$ cat config.mk
export PLATFORM = sky130hd
export DESIGN_NAME = accumulator_datapath
export DESIGN_NICKNAME = d
export VERILOG_FILES = /design/src/rtl/accumulator_pkg.sv /design/src/rtl/accumulator_alu.sv /design/src/rtl/accumulator_datapath.sv
export SDC_FILE = /design/constraint.sdc
export NUM_CORES = 1
export LEC_CHECK = 0
export CORE_UTILIZATION = 55
export DETAILED_ROUTE_END_ITERATION = 8
export GPL_ROUTABILITY_DRIVEN = 1
export PLACE_DENSITY = 0.83
export RECOVER_POWER = 50
export SLEW_MARGIN = 20
export SYNTH_ARGS = -nofsm -noshare
export SYNTH_HDL_FRONTEND = slang
export SYNTH_SLANG_ARGS = --single-unit
export TNS_END_PERCENT = 20
$ cat constraint.sdc
create_clock -name clock -period 7.15 [get_ports clock]
set_clock_uncertainty 0.2 [all_clocks]
set_input_delay 1.43 -clock clock [delete_from_list [all_inputs] [get_ports clock]]
set_output_delay 1.43 -clock clock [all_outputs]
set_load 0.02 [all_outputs]
$ cat src/rtl/accumulator_pkg.sv
`default_nettype none
// ============================================================================
// Module      : accumulator_pkg
// Description : Shared op codes and ctrl/vz bit positions for the accumulator
//               datapath and its controller.
// Revision    : 1.0 - initial release
// ============================================================================
package accumulator_pkg;

  localparam logic [1:0] OP_LOAD = 2'b00;
  localparam logic [1:0] OP_ADD  = 2'b01;
  localparam logic [1:0] OP_SUB  = 2'b10;
  localparam logic [1:0] OP_SHL  = 2'b11;

  localparam int CTRL_ACC_EN  = 2;
  localparam int CTRL_B_EN    = 1;
  localparam int CTRL_FLAG_EN = 0;

  localparam int VZ_V = 1;
  localparam int VZ_Z = 0;

  function automatic logic [1:0] ctrl_op(input logic [4:0] ctrl);
    return ctrl[4:3];
  endfunction

endpackage : accumulator_pkg
`default_nettype wire

$ cat src/rtl/accumulator_alu.sv
`default_nettype none
// ============================================================================
// Module      : accumulator_alu
// Description : Combinational load/add/sub/shift unit producing result R and
//               signed-overflow (V) / zero (Z) status.
// Revision    : 1.0 - initial release
// ============================================================================
module accumulator_alu
  import accumulator_pkg::*;
#(
  parameter int WIDTH = 8
) (
  input  logic [1:0]       op,
  input  logic [WIDTH-1:0] acc,
  input  logic [WIDTH-1:0] b,
  output logic [WIDTH-1:0] r,
  output logic             v,
  output logic             z
);

  localparam int MSB = WIDTH - 1;

  always_comb begin
    r = '0;
    v = 1'b0;
    case (op)
      OP_LOAD: begin
        r = b;
      end
      OP_ADD: begin
        r = acc + b;
        v = (acc[MSB] == b[MSB]) && (r[MSB] != acc[MSB]);
      end
      OP_SUB: begin
        r = acc - b;
        v = (acc[MSB] != b[MSB]) && (r[MSB] != acc[MSB]);
      end
      OP_SHL: begin
        r = {acc[WIDTH-2:0], 1'b0};
        // Sign changes exactly when the two top bits disagree.
        v = acc[MSB] ^ acc[WIDTH-2];
      end
      default: begin
        r = '0;
        v = 1'b0;
      end
    endcase
  end

  assign z = (r == '0);

endmodule : accumulator_alu
`default_nettype wire

$ cat src/rtl/accumulator_datapath.sv
`default_nettype none
// ============================================================================
// Module      : accumulator_datapath
// Description : Operand (B), accumulator (ACC) and registered status (vz)
//               registers driven by a 5-bit control word from the controller.
// Revision    : 1.0 - initial release
// ============================================================================
module accumulator_datapath
  import accumulator_pkg::*;
#(
  parameter int WIDTH = 8
) (
  input  logic             clock,
  input  logic             clear,
  input  logic [4:0]       ctrl,
  input  logic [WIDTH-1:0] data_in,
  output logic [WIDTH-1:0] acc_out,
  output logic [WIDTH-1:0] b_out,
  output logic [1:0]       vz
);

  logic [WIDTH-1:0] r_acc;
  logic [WIDTH-1:0] r_b;
  logic [1:0]       r_vz;

  logic [1:0]       w_op;
  logic [WIDTH-1:0] w_r;
  logic             w_v;
  logic             w_z;

  assign w_op = ctrl_op(ctrl);

  // The ALU always sees the registered B, so a same-cycle B load is not used.
  accumulator_alu #(
    .WIDTH (WIDTH)
  ) u_alu (
    .op  (w_op),
    .acc (r_acc),
    .b   (r_b),
    .r   (w_r),
    .v   (w_v),
    .z   (w_z)
  );

  always_ff @(posedge clock or negedge clear) begin
    if (!clear) begin
      r_acc <= '0;
      r_b   <= '0;
      r_vz  <= 2'b00;
    end else begin
      if (ctrl[CTRL_ACC_EN]) begin
        r_acc <= w_r;
      end
      if (ctrl[CTRL_B_EN]) begin
        r_b <= data_in;
      end
      if (ctrl[CTRL_FLAG_EN]) begin
        r_vz[VZ_V] <= w_v;
        r_vz[VZ_Z] <= w_z;
      end
    end
  end

  assign acc_out = r_acc;
  assign b_out   = r_b;
  assign vz      = r_vz;

endmodule : accumulator_datapath
`default_nettype wire

Yosys cells after proc, flatten, opt, wreduce, memory -nomap -nowiden:

Cells that the tools add are included.

* flip-flop bits (word level): 18
* logic and storage cells: 19

* add/sub/neg operators: 2
* eq/ne operators: 7
* mux-type cells: 2
* reduce and logical (&&, ||, !) cells: 4
* bitwise gates (word level): 1

Operator list (number)
* 8-bit case mux with 4 select lines: 1
* 8-bit adder: 1
* 8-bit zero test: 1
* 8-bit subtractor: 1
* 2-bit == test, second input constant: 2
* 1-bit inequality test: 3
* 1-bit case mux with 3 select lines: 1
* 2-bit by 1-bit == test with 1-bit output, second input constant: 1
* 1-bit logical AND: 2
* 2-bit zero test: 1
* 1-bit == test: 1
* 1-bit bitwise XOR: 1

Logic depth before layout (Yosys ltp):

Gate-level depths: netlist of the first run.

* depth in word-level cells: 4
* depth in mapped cells: 10
* depth with buffers taken out: 10

Modules after synthesis:

A second synthesis of the first run with hierarchy kept.

* cell total of the unflattened synthesis: 169
* area total of the unflattened synthesis: 1699.1 um^2

Modules (own cells, without submodules)
* accumulator_alu: cells each 131, seq. area each 0.0 um^2, area an instance 963.4 um^2, times used 1
* accumulator_datapath: cells each 38, seq. area each 450.4 um^2, area an instance 735.7 um^2, times used 1

Worst setup path before layout of the first run:

OpenSTA, ideal clock, no wires.

* path kind: in2reg
* start point: in ctrl[3]
* end point: reg r_vz[0], in the netlist vz[0]
* path slack: 4.070 ns
* cell stages on the path: 8
* path buffers: 2
* arrival: 2.784 ns
* setup time: 0.095 ns
* cell sequence: clkbuf_2 or2_2 clkbuf_1 o221ai_1 nand4_1 nor3_1 nand4_1 o32ai_2

* cells in the longest elaborated chain, start to end: 3

RTL lines
* start: declaration: RTL line accumulator_datapath.sv:15 `input logic [4:0] ctrl,`
* 2-bit == test, or another cell as far along: RTL line accumulator_alu.sv:26 `case (op)`
* 8-bit case mux with 4 select lines (*): RTL line accumulator_alu.sv:26
* 8-bit zero test (*): RTL line accumulator_alu.sv:50 `assign z = (r == '0);`
* end signal: indexed assignment: RTL line accumulator_datapath.sv:58 `r_vz[VZ_V] <= w_v;`
* end signal: indexed assignment: RTL line accumulator_datapath.sv:59 `r_vz[VZ_Z] <= w_z;`
* end: declaration: RTL line accumulator_datapath.sv:24 `logic [1:0] r_vz;`

Mark *: on every way between the ends. The rest lies on a longest branch, timed or not.
A chain may end at the register's enable or synchronous reset.

Worst setup path after layout of the first run:

* start point: in ctrl[4]
* end point: reg r_vz[0], in the netlist vz[0]

Same word-level chain as after synthesis.

==> flow_summary.yaml, run 1 <==
worst_setup_path:
  path_delay_family: "simple AND/OR/NAND/NOR gates"
  path_buf_inv: 1
  path_cells: "clkdlybuf4s50_1 > or2_2 > o221ai_1 > nand4_1 > nor3_1 > nand4_1 > o32ai_2"
  path_class: "in -> reg"
  worst-path-max-fanout: 21
  r2r_slack_ps: 4260
  critPathMaxStageDelay_ps: 790
  worstPathArrival_ps: 3640
  crit_slowest_cell: "clkdlybuf4s50_1"
  cp_common_cell: "nand4_1"
  start_kind: "input pin"
  r2r-start: "b_out[6]"
  cp-startpoint: "ctrl[4]"
  endpoint_kind: "flip-flop"
  cp.required_ps: 7140
synthesis:
  ys_top_cells_by_area: "dfrtp_1 (27%), ha_1 (11%), inv_1 (4.1%), xnor2_1 (3.7%), o21ai_0 (3.6%)"
  yosysWarningCount: 0
  ys_seq_area_share_pct: 27.3
  synth_cell_type_count: 53
  netlist.area_leader.share_pct: 27.3
  synth_ff_type: "dfrtp_1"
  synth-seq-cells: 18
  synth_edf_count: 0
  syn_inst: 186
  synth_area_per_cell_um2: 8.86
  async_flop_share_pct: 100
  syn_area_mm2: 0.00165
  synth_area_leader_cell: "dfrtp_1"
  syn_nets: 218
timing:
  setup_viol: 0
  hold_viol_final: 0
  rsz0062_at_grt: "false"
  fmax_mhz: 274
  setup-tns-final_ps: 0
  maxSlewViolCount: 0
  worst_slew_pin_slew_ps: 758
  period_share_pct: 51.0
  period_minus_slack_ps: 3650
  slew_headroom_pct: 49.3
  hold_slack_ps: 329
  final.setup.worst_slack_ps: 3500
clock_network:
  ctsLongestPathBuffers: 2
  hold_buffers: 0
  cts_tree: "built"
  cts_setup_buffers: 0
  cts_resized: 0
  cts_buffers: 3
  clk_pin_slew_ps: 90
  cts_root_buf: "clkbuf_4"
  cts_max_level: 1
  worstSkewPairLatency_ps: 280
  cts_sinks: 18
routing:
  drc: 0
  drt_pass1_iterations: 4
  drtIter0Drc: 65
  route.detailed.wl_per_inst_um: 16.7
  viasPerCell: 6.04
  ant_nets: 0
  finalWirelength_um: 4010
  vias: 1450
pwr:
  max-vdd-ir-drop_mv: 0.186
  p_leak_nw: 0.861
  p_per_area_mw_per_mm2: 318
  finalPower_w: 0.000626
final_layout:
  layout.nets: 243
  seq_area_um2: 450
  syn2layout_area_growth_pct: 19.6
  final_cell_mix: "clkdlybuf4s50_1 (29), inv_1 (18), dfrtp_1 (18), ha_1 (15), nor2_1 (13)"
  instances_no_fill: 240
  layout_commonest_cell: "clkdlybuf4s50_1"
  nFillCells: 226
  drive_gt1_share_pct: 10.0
  multi_input_area_mm2: 0.00107
  diodes: 0
place:
  dp_cells: 237
  io_buffer_count: 32
  pre_cts_slack_ps: 3250
  gp_congestion: 0.895
  dp_hpwl_um: 3270
global_route:
  grt_pass1_wl_um: 6710
  grt_max_degree: 22
  grt_overflow: 0
  grt_pass1_vias: 1393
  antenna_found_initial: 0
  grt_usage_pct: 27.0
floorplan:
  fp.dieH_um: 56.7
  initial_utilization_pct: 58.7
  num_rows: 19
  design.portCount: 33
  die_x_um: 56.7
  core_area_mm2: 0.00281
  die-area_mm2: 0.00322
run_status:
  status: "completed"
hold_path:
  hold_path_class: "reg -> reg"
  holdCritStartpoint: "vz[1]"
flow_run:
  drv_cap: 0
==> worst min-delay path: cells and delay by family (launching register included) <==
kind | cells | cell delay [ps]
buffers and inverters | 1 | 50
multiplexers | 1 | 60
flip-flops | 1 | 380
==> path summary, 6_finish.rpt <==
check | end | depth (start not counted)
min in group asynchronous | acc_out[2] | 1
worst min-delay path | vz[1] | 2
max in group asynchronous | acc_out[4] | 1
worst max-delay path | vz[0] | 7
worst min register to register | vz[1] | 2
worst max register to register | acc_out[7] | 9
==> power by group <==
group	leakage [nW]	switching (W)	internal (W)	total, W
Clock	0.0138	0.0000267	0.0000195	0.0000462
Sequential	0.215	0.0000397	0.000126	0.000166
Combinational	0.632	0.000220	0.000194	0.000414
==> kinds of logic after synthesis <==
group / share of synthesized area (%)
XOR/XNOR: 5.32
AO/OA/AOI/OAI: 20.0
AND/OR/NAND/NOR: 16.6
multiplexers: 9.19
flip-flops: 27.3
adder cells (fa/ha/maj): 13.8
buffers and inverters: 7.67
==> registers in the layout, summed over array words and instances, names as in the netlist <==
signal   flops
acc_out      8
b_out        8
vz           2
==> Yosys cell counts (all sizes together) (2+ instances only) <==
master  number
o31ai        2
nor3         6
nor2        13
mux4         2
buf          6
a21boi       3
xor2         3
xnor2        7
o21ai       13
nor2b        4
a21o         2
nand3        3
ha          15
o221a        2
inv         18
or2          2
nand2       11
clkbuf       6
dfrtp       18
o211ai       2
a21oi        9
nor3b        2
a221oi       2
and2         2
mux2         5
nand4        3
nand2b       2
mux2i        5
fa           2
==> routing by layer <==
| layer | GRT usage, % | vias to the layer above | share of wire (%) |
|---|---|---|---|
| li1 | - | 705 | - |
| met1 | 38.6 | 701 | 47 |
| met2 | 43.7 | 40 | 48 |
| met3 | 3.46 | 4 | 4.4 |
| met4 | 5.92 | 0 | 0.77 |
| met5 | 0 | - | 0 |
==> metrics by stage <==
| step | util (%) | area (um2) |
|---|---|---|
| finish | 70.2 | 1970 |
| floorplan | - | 1650 |
| detailed placement | 69.4 | 1950 |
| global route | 70.2 | 1970 |
| global placement | 69.4 | 1950 |
| CTS | 70.2 | 1970 |
==> final cells by class <==
cell class              instances  area share, %
multi-input cells             138           54.3
well taps                      31           1.97
flip-flops and latches         18           22.9
clock buffers                   3           1.14
repair buffers                 32           16.3
inverters                      18           3.43
No activity file was read; power rests on OpenSTA's default activity.
==> run 2: changes to the inputs <==
CORE_UTILIZATION = 52   (was 55)
PLACE_DENSITY = 0.8   (was 0.83)
clock period = 3.6 ns   (was 7.15 ns; I/O delays follow)
==> run 2 against run 1 <==
Critical path depth rose by 2. Global-route usage fell by 0.083 points. Critical path type is now reg -> reg. Clock-buffer cell count rose by 1. Sequential power grew 98%. Worst hold slack barely moved. Sequential cell count did not move. Clock power rose to 2.6 times the previous value. Sequential share of layout area decreased by 0.51 points.
==> flow_summary.yaml, run 2 (synthesized netlist as in run 1, its figures left out) <==
run_status:
  status: "completed"
routing:
  drt_pass1_iterations: 5
  viasPerCell: 5.89
  route.detailed.wl_per_inst_um: 15.9
  ant_nets: 0
  drtIter0Drc: 94
  vias: 1508
  drc: 0
  finalWirelength_um: 4070
clock_network:
  clk_pin_slew_ps: 100
  worstSkewPairLatency_ps: 280
  cts_sinks: 18
  cts_root_buf: "clkbuf_4"
  hold_buffers: 0
  cts_max_level: 1
  cts_buffers: 3
  cts_resized: 0
  cts_setup_buffers: 0
  cts_tree: "built"
  ctsLongestPathBuffers: 2
timing:
  hold_viol_final: 0
  setup-tns-final_ps: 0
  period_minus_slack_ps: 3000
  maxSlewViolCount: 0
  worst_slew_pin_slew_ps: 768
  rsz0062_at_grt: "false"
  period_share_pct: 83.3
  setup_viol: 0
  slew_headroom_pct: 48.6
  fmax_mhz: 333
  final.setup.worst_slack_ps: 601
global_route:
  grt_max_degree: 19
  grt_pass1_wl_um: 6960
  grt_usage_pct: 26.9
  grt_pass1_vias: 1459
  grt_overflow: 0
  antenna_found_initial: 0
final_layout:
  layout_commonest_cell: "clkdlybuf4s50_1"
  layout.nets: 245
  diodes: 0
  final_cell_mix: "clkdlybuf4s50_1 (29), inv_1 (18), dfrtp_1 (18), ha_1 (15), nor2_1 (13)"
  drive_gt1_share_pct: 11.3
  nFillCells: 244
  syn2layout_area_growth_pct: 22.3
floorplan:
  design.portCount: 33
  initial_utilization_pct: 54.4
  num_rows: 20
  die-area_mm2: 0.00340
  fp.dieH_um: 58.3
  core_area_mm2: 0.00303
  die_x_um: 58.3
worst_setup_path:
  path_class: "reg -> reg"
  worstPathArrival_ps: 2980
  r2r_cells: 9
  worst-path-max-fanout: 9
  cp.required_ps: 3580
  endpoint_kind: "flip-flop"
  start_kind: "flip-flop"
pwr:
  max-vdd-ir-drop_mv: 0.298
  p_leak_nw: 0.877
  p_per_area_mw_per_mm2: 639
place:
  pre_cts_slack_ps: 565
  dp_hpwl_um: 3240
  gp_congestion: 1.03
  io_buffer_count: 32
hold_path:
  holdPathStages: 2
  hold_path_class: "reg -> reg"
flow_run:
  drv_cap: 0
## run 2: final timing paths
| check | from | slack [ps] | end |
|---|---|---|---|
| max | b_out[6] | 600 | acc_out[7] |
| min | vz[1] | 330 | vz[1] |
| max reg2reg | b_out[6] | 600 | acc_out[7] |
| min reg2reg | vz[1] | 330 | vz[1] |
| max in group asynchronous | clear | 1980 | acc_out[1] |
| min in group asynchronous | clear | 740 | acc_out[7] |
## run 2: area by class of cell
class	count	area (um2)	area share, %
multi-input cells	138	1070	53.1
flip-flops and latches	18	450	22.3
repair buffers	34	335	16.6
inverters	18	67.6	3.35
well taps	44	55.1	2.73
clock buffers	4	36.3	1.80
## run 2: where the power goes
part / internal, W / leakage [nW] / switching (W)
Sequential: 0.000250 / 0.215 / 0.0000790
Clock: 0.0000615 / 0.0210 / 0.0000574
Combinational: 0.000389 / 0.640 / 0.000450
Total: 0.000701 / 0.877 / 0.000586
## run 2: routing by layer
metal  share of wire [%]  track usage, %  vias up
met5                   0               0        -
met4                 1.5            10.2        0
met3                 7.4            3.52       10
met2                  48            41.5       67
met1                  43            38.7      724
li1                    -               -      707
## run 2: critical path, stage by stage, from the launching register on
cell	delay, ps
dfrtp_1	420
inv_1	120
ha_1	410
and2_1	230
a221oi_1	310
a21boi_2	270
xor2_1	100
and2_0	170
o32a_1	380
mux2_2	270
## run 2: through the flow
step / util, % / cells / hold WS (ps) / instance area, um2 / total power, W
CTS: 66.6 / 256 / 329 / 2020 / 0.00128
finish: 66.6 / 256 / 329 / 2020 / 0.00129
floorplan: - / 186 / 224 / 1650 / 0.000911
global placement: 65.4 / 252 / 309 / 1980 / 0.00112
detailed placement: 65.4 / 252 / 315 / 1980 / 0.00115
global route: 66.6 / 256 / 350 / 2020 / 0.00139
